**config.mk**
```make
export PLATFORM = sky130hd
export DESIGN_NAME = button_event_arbiter
export DESIGN_NICKNAME = d
export VERILOG_FILES = /design/src/rtl/button_event_arbiter.sv
export SDC_FILE = /design/constraint.sdc
export NUM_CORES = 1
export LEC_CHECK = 0
export CAP_MARGIN = 10
export CORE_MARGIN = 3
export CORE_UTILIZATION = 60
export DETAILED_ROUTE_END_ITERATION = 6
export PLACE_DENSITY = 0.86
export SLEW_MARGIN = 10
export SYNTH_ARGS = -nofsm -noshare
export SYNTH_HDL_FRONTEND = slang
export SYNTH_SLANG_ARGS = --single-unit
export TNS_END_PERCENT = 20
```
**constraint.sdc**
```tcl
create_clock -name clk -period 6 [get_ports clk]
set_input_delay 1.2 -clock clk [delete_from_list [all_inputs] [get_ports clk]]
set_output_delay 1.2 -clock clk [all_outputs]
set_load 0.005 [all_outputs]
```
**src/rtl/button_event_arbiter.sv**
```systemverilog
// -----------------------------------------------------------------------------
// button_event_arbiter
//
// Turns N debounced button levels into PRESS / RELEASE / LONG (and optionally
// REPEAT) events and serialises them onto one valid/ready stream using a
// round-robin arbiter over one pending slot per button.
//
// Ports
//   clk           system clock, single domain
//   rst_n         asynchronous assert, active-low reset
//   btn_db        debounced button levels, already synchronous to clk
//   evt_valid     event available on evt_id/evt_kind
//   evt_ready     consumer ready
//   evt_id        index of the button that produced the event
//   evt_kind      0 PRESS, 1 RELEASE, 2 LONG, 3 REPEAT
//   overflow      sticky flag: an event was dropped because its slot was full
//   clr_overflow  synchronous clear of overflow (a same-cycle drop wins)
//
// Handshake: an event transfers on a rising clk edge where evt_valid and
// evt_ready are both 1. While evt_valid is 1 and evt_ready is 0, evt_id and
// evt_kind hold their values. evt_valid never drops without a transfer.
//
// Optional feature: define BTN_AUTOREPEAT_EN to emit REPEAT events every
// REPEAT_CYCLES while a button stays held after LONG. Without it, the
// long-held state only waits for release and kind 3 never appears.
// -----------------------------------------------------------------------------
module button_event_arbiter #(
  parameter int N_BTN         = 4,
  parameter int LONG_CYCLES   = 50_000_000,
  parameter int REPEAT_CYCLES = 10_000_000,
  parameter int CNT_W         = 32
) (
  input  logic                     clk,
  input  logic                     rst_n,
  input  logic [N_BTN-1:0]         btn_db,
  output logic                     evt_valid,
  input  logic                     evt_ready,
  output logic [$clog2(N_BTN)-1:0] evt_id,
  output logic [1:0]               evt_kind,
  output logic                     overflow,
  input  logic                     clr_overflow
);

  localparam int ID_W = $clog2(N_BTN);

  localparam logic [1:0] KIND_PRESS   = 2'd0;
  localparam logic [1:0] KIND_RELEASE = 2'd1;
  localparam logic [1:0] KIND_LONG    = 2'd2;

  localparam logic [CNT_W-1:0] LONG_LAST = CNT_W'(LONG_CYCLES - 1);
`ifdef BTN_AUTOREPEAT_EN
  localparam logic [1:0]       KIND_REPEAT = 2'd3;
  localparam logic [CNT_W-1:0] REP_LAST    = CNT_W'(REPEAT_CYCLES - 1);
`endif

  // Elaboration-time guard against parameter values the counters cannot honour.
  if (N_BTN < 2 || LONG_CYCLES < 2 || REPEAT_CYCLES < 2) begin : g_bad_params
    $error("button_event_arbiter: N_BTN, LONG_CYCLES and REPEAT_CYCLES must be >= 2");
  end

  typedef enum logic [1:0] {
    S_IDLE  = 2'd0,
    S_HELD  = 2'd1,
    S_LONGH = 2'd2
  } state_t;

  state_t           r_state     [N_BTN];
  state_t           w_state_nxt [N_BTN];
  logic [CNT_W-1:0] r_cnt       [N_BTN];
  logic [CNT_W-1:0] w_cnt_nxt   [N_BTN];
  logic [N_BTN-1:0] w_raise;
  logic [1:0]       w_raise_k   [N_BTN];

  logic [N_BTN-1:0] r_pend_v;
  logic [N_BTN-1:0] w_pend_v_nxt;
  logic [1:0]       r_pend_k     [N_BTN];
  logic [1:0]       w_pend_k_nxt [N_BTN];

  logic [ID_W-1:0]  r_rr;
  logic [ID_W-1:0]  w_gnt_id;
  logic [ID_W-1:0]  w_rr_nxt;
  logic [ID_W:0]    w_sum;
  logic             w_free;
  logic             w_gnt_v;
  logic             w_drop;

  // ---------------------------------------------------------------------------
  // Per-button press/hold FSMs: next state, counter and raised event.
  // Release is checked first so it wins over LONG/REPEAT in the same cycle.
  // ---------------------------------------------------------------------------
  always_comb begin
    for (int i = 0; i < N_BTN; i++) begin
      w_state_nxt[i] = r_state[i];
      w_cnt_nxt[i]   = r_cnt[i];
      w_raise[i]     = 1'b0;
      w_raise_k[i]   = KIND_PRESS;
      case (r_state[i])
        S_IDLE: begin
          if (btn_db[i]) begin
            w_raise[i]     = 1'b1;
            w_raise_k[i]   = KIND_PRESS;
            w_cnt_nxt[i]   = '0;
            w_state_nxt[i] = S_HELD;
          end
        end
        S_HELD: begin
          if (!btn_db[i]) begin
            w_raise[i]     = 1'b1;
            w_raise_k[i]   = KIND_RELEASE;
            w_state_nxt[i] = S_IDLE;
          end else if (r_cnt[i] == LONG_LAST) begin
            w_raise[i]     = 1'b1;
            w_raise_k[i]   = KIND_LONG;
            w_cnt_nxt[i]   = '0;
            w_state_nxt[i] = S_LONGH;
          end else begin
            w_cnt_nxt[i]   = r_cnt[i] + CNT_W'(1);
          end
        end
        S_LONGH: begin
          if (!btn_db[i]) begin
            w_raise[i]     = 1'b1;
            w_raise_k[i]   = KIND_RELEASE;
            w_state_nxt[i] = S_IDLE;
`ifdef BTN_AUTOREPEAT_EN
          end else if (r_cnt[i] == REP_LAST) begin
            w_raise[i]     = 1'b1;
            w_raise_k[i]   = KIND_REPEAT;
            w_cnt_nxt[i]   = '0;
          end else begin
            w_cnt_nxt[i]   = r_cnt[i] + CNT_W'(1);
`else
          end else begin
            w_cnt_nxt[i]   = '0;
`endif
          end
        end
        default: begin
          w_state_nxt[i] = S_IDLE;
          w_cnt_nxt[i]   = '0;
        end
      endcase
    end
  end

  always_ff @(posedge clk or negedge rst_n) begin
    if (!rst_n) begin
      for (int i = 0; i < N_BTN; i++) begin
        r_state[i] <= S_IDLE;
        r_cnt[i]   <= '0;
      end
    end else begin
      for (int i = 0; i < N_BTN; i++) begin
        r_state[i] <= w_state_nxt[i];
        r_cnt[i]   <= w_cnt_nxt[i];
      end
    end
  end

  // ---------------------------------------------------------------------------
  // Round-robin grant: scan slots starting at r_rr, wrapping at N_BTN.
  // ---------------------------------------------------------------------------
  always_comb begin
    w_free   = !evt_valid || evt_ready;
    w_gnt_v  = 1'b0;
    w_gnt_id = '0;
    w_sum    = '0;
    if (w_free) begin
      for (int k = 0; k < N_BTN; k++) begin
        w_sum = {1'b0, r_rr} + (ID_W+1)'(k);
        if (w_sum >= (ID_W+1)'(N_BTN)) begin
          w_sum = w_sum - (ID_W+1)'(N_BTN);
        end
        if (!w_gnt_v && r_pend_v[w_sum[ID_W-1:0]]) begin
          w_gnt_v  = 1'b1;
          w_gnt_id = w_sum[ID_W-1:0];
        end
      end
    end
    w_rr_nxt = (w_gnt_id == ID_W'(N_BTN - 1)) ? '0 : w_gnt_id + ID_W'(1);
  end

  // Pending slots: a slot being granted this cycle counts as free, so a new
  // event can replace it without loss.
  always_comb begin
    w_drop = 1'b0;
    for (int i = 0; i < N_BTN; i++) begin
      w_pend_v_nxt[i] = r_pend_v[i];
      w_pend_k_nxt[i] = r_pend_k[i];
      if (w_raise[i]) begin
        if (!r_pend_v[i] || (w_gnt_v && w_gnt_id == ID_W'(i))) begin
          w_pend_v_nxt[i] = 1'b1;
          w_pend_k_nxt[i] = w_raise_k[i];
        end else begin
          w_drop = 1'b1;
        end
      end else if (w_gnt_v && w_gnt_id == ID_W'(i)) begin
        w_pend_v_nxt[i] = 1'b0;
      end
    end
  end

  always_ff @(posedge clk or negedge rst_n) begin
    if (!rst_n) begin
      r_pend_v  <= '0;
      for (int i = 0; i < N_BTN; i++) begin
        r_pend_k[i] <= KIND_PRESS;
      end
      r_rr      <= '0;
      evt_valid <= 1'b0;
      evt_id    <= '0;
      evt_kind  <= KIND_PRESS;
      overflow  <= 1'b0;
    end else begin
      r_pend_v <= w_pend_v_nxt;
      for (int i = 0; i < N_BTN; i++) begin
        r_pend_k[i] <= w_pend_k_nxt[i];
      end
      if (w_free) begin
        if (w_gnt_v) begin
          evt_valid <= 1'b1;
          evt_id    <= w_gnt_id;
          evt_kind  <= r_pend_k[w_gnt_id];
          r_rr      <= w_rr_nxt;
        end else begin
          evt_valid <= 1'b0;
        end
      end
      if (w_drop) begin
        overflow <= 1'b1;
      end else if (clr_overflow) begin
        overflow <= 1'b0;
      end
    end
  end

endmodule

```
==> metrics.md, run 1 <==
| Metric | Value |
|---|---|
| Status | finished, final reports clean |
| Ratio of cells with drive above 1 in the final layout | 6.385% |
| # setup viols final | 0 |
| Min-delay src | r_cnt[95]$_DFFE_PN0P_ |
| Worst Hold Path EP | r_cnt[95]$_DFFE_PN0P_ |
| Cts hold-fix bufs | 0 |
| Worst Hold Depth | 1 |
| Reg2Reg Setup Slack | 3.13 ns |
| 1st-pass router iterations | 7 |
| Worst path cell trace | clkdlybuf4s50_1 -> nor2_1 -> buf_4 -> nor3_1 -> nand3_1 -> xor2_1 -> nor2_1 |
| Setup_tns | 0 ns |
| CP Buf/Inv Count | 2 |
| Cell mode on critical path | nor2_1 |
| Critical path class | in -> reg |
| WP data required | 6.31 ns |
| Max_cap viols | 0 |
| Postcts setup bufs | 0 |
| GPL Wtd Cong | 0.8650 |
| Seq/Total Area, Yosys | 44.29% |
| Post-layout util | 68.54% |
| R2R cell count | 7 |
| Global route overflow | 0 |
| RSZ-0062 raised after global routing | false |
| Min Tclk post-route | 3.063 ns |
| Drt first-iter violations | 773 |
| Area post-placement | 9059 sq um |
| FMAX | 0.3265 GHz |
| DRC | 0 |
| Antenna violations before repair | 0 |
| GRT Overall Usage | 25.71% |
| Final period utilization | 51.04% |
| Ys flop type | dfrtp_1 |
| Die height | 127.2 microns |
| H-tree Lvls | 4 |
| Synth cell types | 73 |
| Avg Cell Area, Syn | 8.815 sq um |
| Via density | 6.379 |
| Post-cts sizing count | 0 |
| Number of enable flip-flop cells after synthesis | 0 |
| Layout area overhead | 10.02% |
| Initial Util | 62.30% |
| Synth Instances | 1000 |
| WP data arrival | 3.38 ns |
| Synth Register Bits | 156 |
| Worst r2r src | r_cnt[96]$_DFFE_PN0P_ |
| Min-Delay Path Class | reg -> reg |
| Syn nets | 1029 |
| Clk buf depth | 2 |
| Largest net degree at the start of global routing | 115 |
| First-pass GRT wire length | 34400 microns |
| Yosys top cell by area | dfrtp_1 |
| Family with the most delay on the worst path | simple AND/OR/NAND/NOR gates |
| CTS tree | done |
| Async SR Flop Fraction | 100.0% |
| Top cells by area, synth | dfrtp_1 44%, nand2_1 5.0%, nor2_1 4.6% |
| Io pins | 14 |
| CP max stage cell | nor2_1 |
| HPWL Detailed | 12810 microns |
| Core ar. | 14150 sq um |
| Yosys warnings | 0 |
| Maximum vdd drop | 0.2485 mV |
| Final total power | 3.233 mW |
| Final hold viol count | 0 |
| Worst-margin pin slew | 1.167 ns |
| CP peak stage delay | 0.80 ns |
| Reg-to-reg endpoint | r_state[6]$_DFFE_PN0P_ |
| Die X | 127.2 microns |
| Synth Cell Area | 8815 sq um |
| Wire per inst | 16.65 microns |
| Startpoint types | input port |
| Slew Limit Fails | 0 |
| Num CTS Buffers | 17 |
| DR vias | 7642 |
| Clock-pin slew on the worst setup and hold paths | 0.06 ns |
| Synth top area share | 44.29% |
| Worst Setup End Kind | flip-flop |
| Root Driver | clkbuf_16 |
| Slew HR | 21.70% |
| Static leakage | 4.088 nW |
| Clock sink total | 156 |
| ANT nets after route | 0 |
| # nets final | 1034 |
| FP Rows | 43 |
| PD cells | 333.4 nW/um^2 |
| Antenna Cells | 0 |
| Critical Path Stages | 7 |
| Fin area | 9698 sq um |
| Final wirelength | 19950 microns |
| Max FO, Critical Path | 15 |
| Die ar. | 16180 sq um |
| # port buffers | 13 |
| Setup Skew | 0.006893 ns |
| Min Hold Slack | 0.4907 ns |
| Vias in the first global route | 7280 |
| Worst-Skew Late Latency | 0.44 ns |
[Yosys cell counts (3+ instances only)]
master	number
nand2_1	117
o21ai_1	8
dfrtp_1	156
nor4b_1	5
or3_1	12
nor3b_1	3
clkbuf_1	23
o22ai_1	5
nand2b_1	9
ha_1	21
a21oi_1	32
o21ai_0	76
xor2_1	32
and3_1	25
nor2_1	108
mux2i_1	3
nor2b_1	8
nor3_1	25
xnor2_1	22
and2_1	9
a21o_1	6
o31ai_1	19
buf_4	3
mux2_2	6
nor4_1	22
a31oi_1	22
nand3_1	75
or2_2	5
and4_1	12
nand4b_1	3
nand4_1	30
buf_2	3
a22o_1	9
inv_1	34
or4_1	4
[report_power, final]
group / internal, mW / switching, mW / leakage (nW)
Combinational: 0.288 / 0.534 / 1.64
Sequential: 1.14 / 0.103 / 2.13
Clock: 0.751 / 0.421 / 0.315
Total: 2.18 / 1.06 / 4.09
[worst register-to-register path: cells and delay by family, from the launching register on]
family	cells	cell delay [ns]
AND/OR/NAND/NOR	3	0.76
AO/OA/AOI/OAI	3	1.31
flip-flops	1	0.44
adder cells (fa/ha/maj)	1	0.25
[sequential cells by signal, summed over array words and instances (netlist names)]
register / flops
overflow: 1
r_cnt: 128
evt_kind: 2
r_pend_k: 8
r_state: 8
evt_id: 2
r_rr: 2
evt_valid: 1
r_pend_v: 4
[logic make-up (layout without fill, tap and decap cells)]
group                    count (synthesis)  after routing  share of synthesized area [%]
multiplexers                            13             13                          1.959
flip-flops                             156            156                          44.29
adder cells (fa/ha/maj)                 21             21                          2.981
buffers and inverters                   64             82                          2.981
AO/OA/AOI/OAI                          206            206                          14.68
AND/OR/NAND/NOR                        486            486                          27.75
XOR/XNOR                                54             54                          5.365
[stage by stage]
| stage | setup slack [ns] | std cells |
|---|---|---|
| global placement | 2.614 | 1166 |
| finish | 2.938 | 1198 |
| global route | 2.774 | 1198 |
| detailed placement | 2.553 | 1166 |
| CTS | 2.976 | 1198 |
| floorplan | 3.285 | 1000 |
[how the worst max path moves through the flow]
stage,to,from,slack (ns)
5_1_grt,r_cnt[79]$_DFFE_PN0P_,btn_db[1],2.77
3_3_place_gp,r_cnt[85]$_DFFE_PN0P_,btn_db[1],2.61
6_report,r_cnt[114]$_DFFE_PN0P_,btn_db[0],2.94
4_1_cts,r_cnt[114]$_DFFE_PN0P_,btn_db[0],2.98
3_5_place_dp,r_cnt[79]$_DFFE_PN0P_,btn_db[1],2.55
2_1_floorplan,overflow$_DFFE_PN0P_,evt_ready,3.28
[placed cells by master (no fill, tap or decap), types with 12 or more instances in the layout]
cell type and count:
xor2_1 32, ha_1 21, or3_1 12, nand3_1 75
clkdlybuf4s50_1 12, and4_1 12, and3_1 25, inv_1 34
nand4_1 30, a31oi_1 22, nand2_1 117, nor4_1 22
clkbuf_16 17, o21ai_0 76, nor2_1 108, a21oi_1 32
dfrtp_1 156, nor3_1 25, xnor2_1 22, o31ai_1 19
[routing by layer]
layer  part of all wire (%)  global-route usage, %
met3                    4.6                  4.473
met2                     48                  41.38
met1                     45                  35.14
met5                      0                      0
met4                    1.9                  9.653
[cell type report]
type / count / area, sq um
Multi-Input combinational cell: 780 / 4648
Fill cell: 1083 / 4452
Sequential cell: 156 / 3904
Clock buffer: 26 / 509.2
Tap cell: 180 / 225.2
Timing Repair Buffer: 16 / 153.9
Clock inverter: 6 / 130.1
Inverter: 34 / 127.6
Note: power is estimated with default switching activity, not from simulation.
==> run 2, diff against run 1 <==
==> constraint.sdc (replaced) <==
create_clock -name clk -period 3.1 [get_ports clk]
set_input_delay 0.62 -clock clk [delete_from_list [all_inputs] [get_ports clk]]
set_output_delay 0.62 -clock clk [all_outputs]
set_load 0.005 [all_outputs]
==> metrics.md, run 2 (synthesized netlist as in run 1, its figures left out) <==
| Metric | Value |
|---|---|
| Status | finished, final reports clean |
| Startpoint types | flip-flop |
| # setup viols final | 0 |
| Static leakage | 4.136 nW |
| Vias in the first global route | 7211 |
| GRT Overall Usage | 25.30% |
| Max reg flops | 128 |
| PD cells | 616.6 nW/um^2 |
| Largest registers | r_cnt x128, r_pend_k x8, r_state x8 |
| Met2 usage | 41.84% |
| Slew Limit Fails | 0 |
| Num CTS Buffers | 17 |
| Top reg by flops | r_cnt |
| Max FO, Critical Path | 20 |
| Clock power frac | 32.2% |
| Maximum vdd drop | 0.4880 mV |
| Reg2Reg Setup Slack | 0.46 ns |
| Min Hold Slack | 0.1336 ns |
| M3 GR Usage | 5.351% |
| Min-Delay Path Class | in -> async |
| Dpl cells | 1184 |
| Post-cts sizing count | 0 |
| M1 GR Usage | 33.92% |
| Combinational power share | 27.9% |
| Setup_tns | 0 ns |
| H-tree Lvls | 4 |
| CP peak stage delay | 0.49 ns |
| Die height | 127.2 microns |
| WP data required | 3.41 ns |
| Global route hottest layer | met2 |
| First-pass GRT wire length | 33780 microns |
| Largest net degree at the start of global routing | 55 |
| Core ar. | 14150 sq um |
| CP max stage cell | or3_1 |
| Max_cap viols | 0 |
| CTS tree | done |
| Antenna violations before repair | 0 |
| # nets final | 1052 |
| Setup Skew | 0.006027 ns |
| Slew HR | 40.28% |
| Via density | 6.194 |
| Commonest non-fill, non-tap cell in the layout | dfrtp_1 |
| # port buffers | 13 |
| Worst path cell trace | ha_1 -> and4_1 -> nand4_1 -> or3_1 -> and3_1 -> a32oi_1 -> nand2_1 |
| Seq pwr share | 40.0% |
| Worst-Skew Late Latency | 0.43 ns |
| Global route overflow | 0 |
| HPWL Detailed | 13380 microns |
| FP Rows | 43 |
| WP data arrival | 2.96 ns |
| FMAX | 0.3781 GHz |
| DR vias | 7532 |
| Die ar. | 16180 sq um |
| Postcts setup bufs | 0 |
| RSZ-0062 raised after global routing | false |
| Drt first-iter violations | 898 |
| ANT nets after route | 0 |
| Initial Util | 62.30% |
| Worst Setup End Kind | flip-flop |
| Final period utilization | 85.32% |
| Cts hold-fix bufs | 0 |
| Non-Filler Instances | 1216 |
| Fill count | 1110 |
| Root Driver | clkbuf_16 |
| Min Tclk post-route | 2.645 ns |
| Net switching power | 2.046 mW |
| Ratio of cells with drive above 1 in the final layout | 7.915% |
| Switching Fraction | 34.05% |
| Die X | 127.2 microns |
| Worst-margin pin slew | 0.8861 ns |
| Clock sink total | 156 |
| 1st-pass router iterations | 6 |
| DRC | 0 |
| Clk buf depth | 2 |
| Final wirelength | 19590 microns |
| Internal Pwr Total | 3.963 mW |
| GPL Wtd Cong | 0.8601 |
| Final hold viol count | 0 |
| Critical path class | reg -> reg |
| Antenna Cells | 0 |
| Most frequent cells in the layout | 156 x dfrtp_1, 117 x nand2_1, 108 x nor2_1 |
| Layout area overhead | 10.56% |
| Io pins | 14 |
| Clock-pin slew on the worst setup and hold paths | 0.06 ns |
| Wire per inst | 16.11 microns |
run 2: cell types whose count changed in the layout (fill, tap and decap cells not counted), sizes merged:
cell      before  now
buf            4   22
clkinv         2    6
bufinv         4    1
clkbuf        26   24
clkinvlp       0    1
run 2: final cells by class:
cell class,count,area [sq um],area share (%)
Clock inverter,8,67.56,0.6933
Sequential cell,156,3904,40.06
Clock buffer,24,471.7,4.840
Timing Repair Buffer,34,301.5,3.094
Tap cell,180,225.2,2.311
Inverter,34,127.6,1.310
Multi-Input combinational cell,780,4648,47.70
run 2: critical path: cells and delay by family, from the launching register on:
kind	cells	cell delay (ns)
AO/OA/AOI/OAI	1	0.29
adder cells (fa/ha/maj)	1	0.23
flip-flops	1	0.43
AND/OR/NAND/NOR	5	1.57
run 2: worst paths after layout:
path / from / endpoint / cells past startpoint
worst min-delay path: rst_n / r_cnt[91]$_DFFE_PN0P_ / 1
max in group asynchronous: rst_n / r_cnt[52]$_DFFE_PN0P_ / 2
min in group clk: r_cnt[95]$_DFFE_PN0P_ / r_cnt[95]$_DFFE_PN0P_ / 1
worst min register to register: r_cnt[95]$_DFFE_PN0P_ / r_cnt[95]$_DFFE_PN0P_ / 1
worst max-delay path: r_cnt[96]$_DFFE_PN0P_ / r_cnt[126]$_DFFE_PN0P_ / 7
worst max register to register: r_cnt[96]$_DFFE_PN0P_ / r_cnt[126]$_DFFE_PN0P_ / 7
run 2: stage by stage:
step | setup WS (ns) | cell area, sq um | power (mW) | utilization [%]
3_5_place_dp | 0.3524 | 9206 | 4.074 | 65.06
2_1_floorplan | 0.7811 | 8815 | 3.540 | -
3_3_place_gp | 0.4048 | 9206 | 4.003 | 65.06
6_report | 0.4551 | 9746 | 6.009 | 68.87
5_1_grt | 0.2089 | 9746 | 6.350 | 68.87
4_1_cts | 0.4679 | 9746 | 6.025 | 68.87
run 2: per-layer routing:
layer,vias up,part of all wire (%)
met5,-,0
met4,0,1.4
met3,31,4.3
met2,192,49
met1,3641,46
li1,3668,-
run 2: power groups by stage:
stage / Sequential, mW / Clock (mW) / Combinational, mW
2_1_floorplan: 2.36 / 0 / 1.18
4_1_cts: 2.39 / 1.96 / 1.67
6_report: 2.40 / 1.93 / 1.67
3_5_place_dp: 2.42 / 0 / 1.65
5_1_grt: 2.42 / 2.04 / 1.89
3_3_place_gp: 2.41 / 0 / 1.59
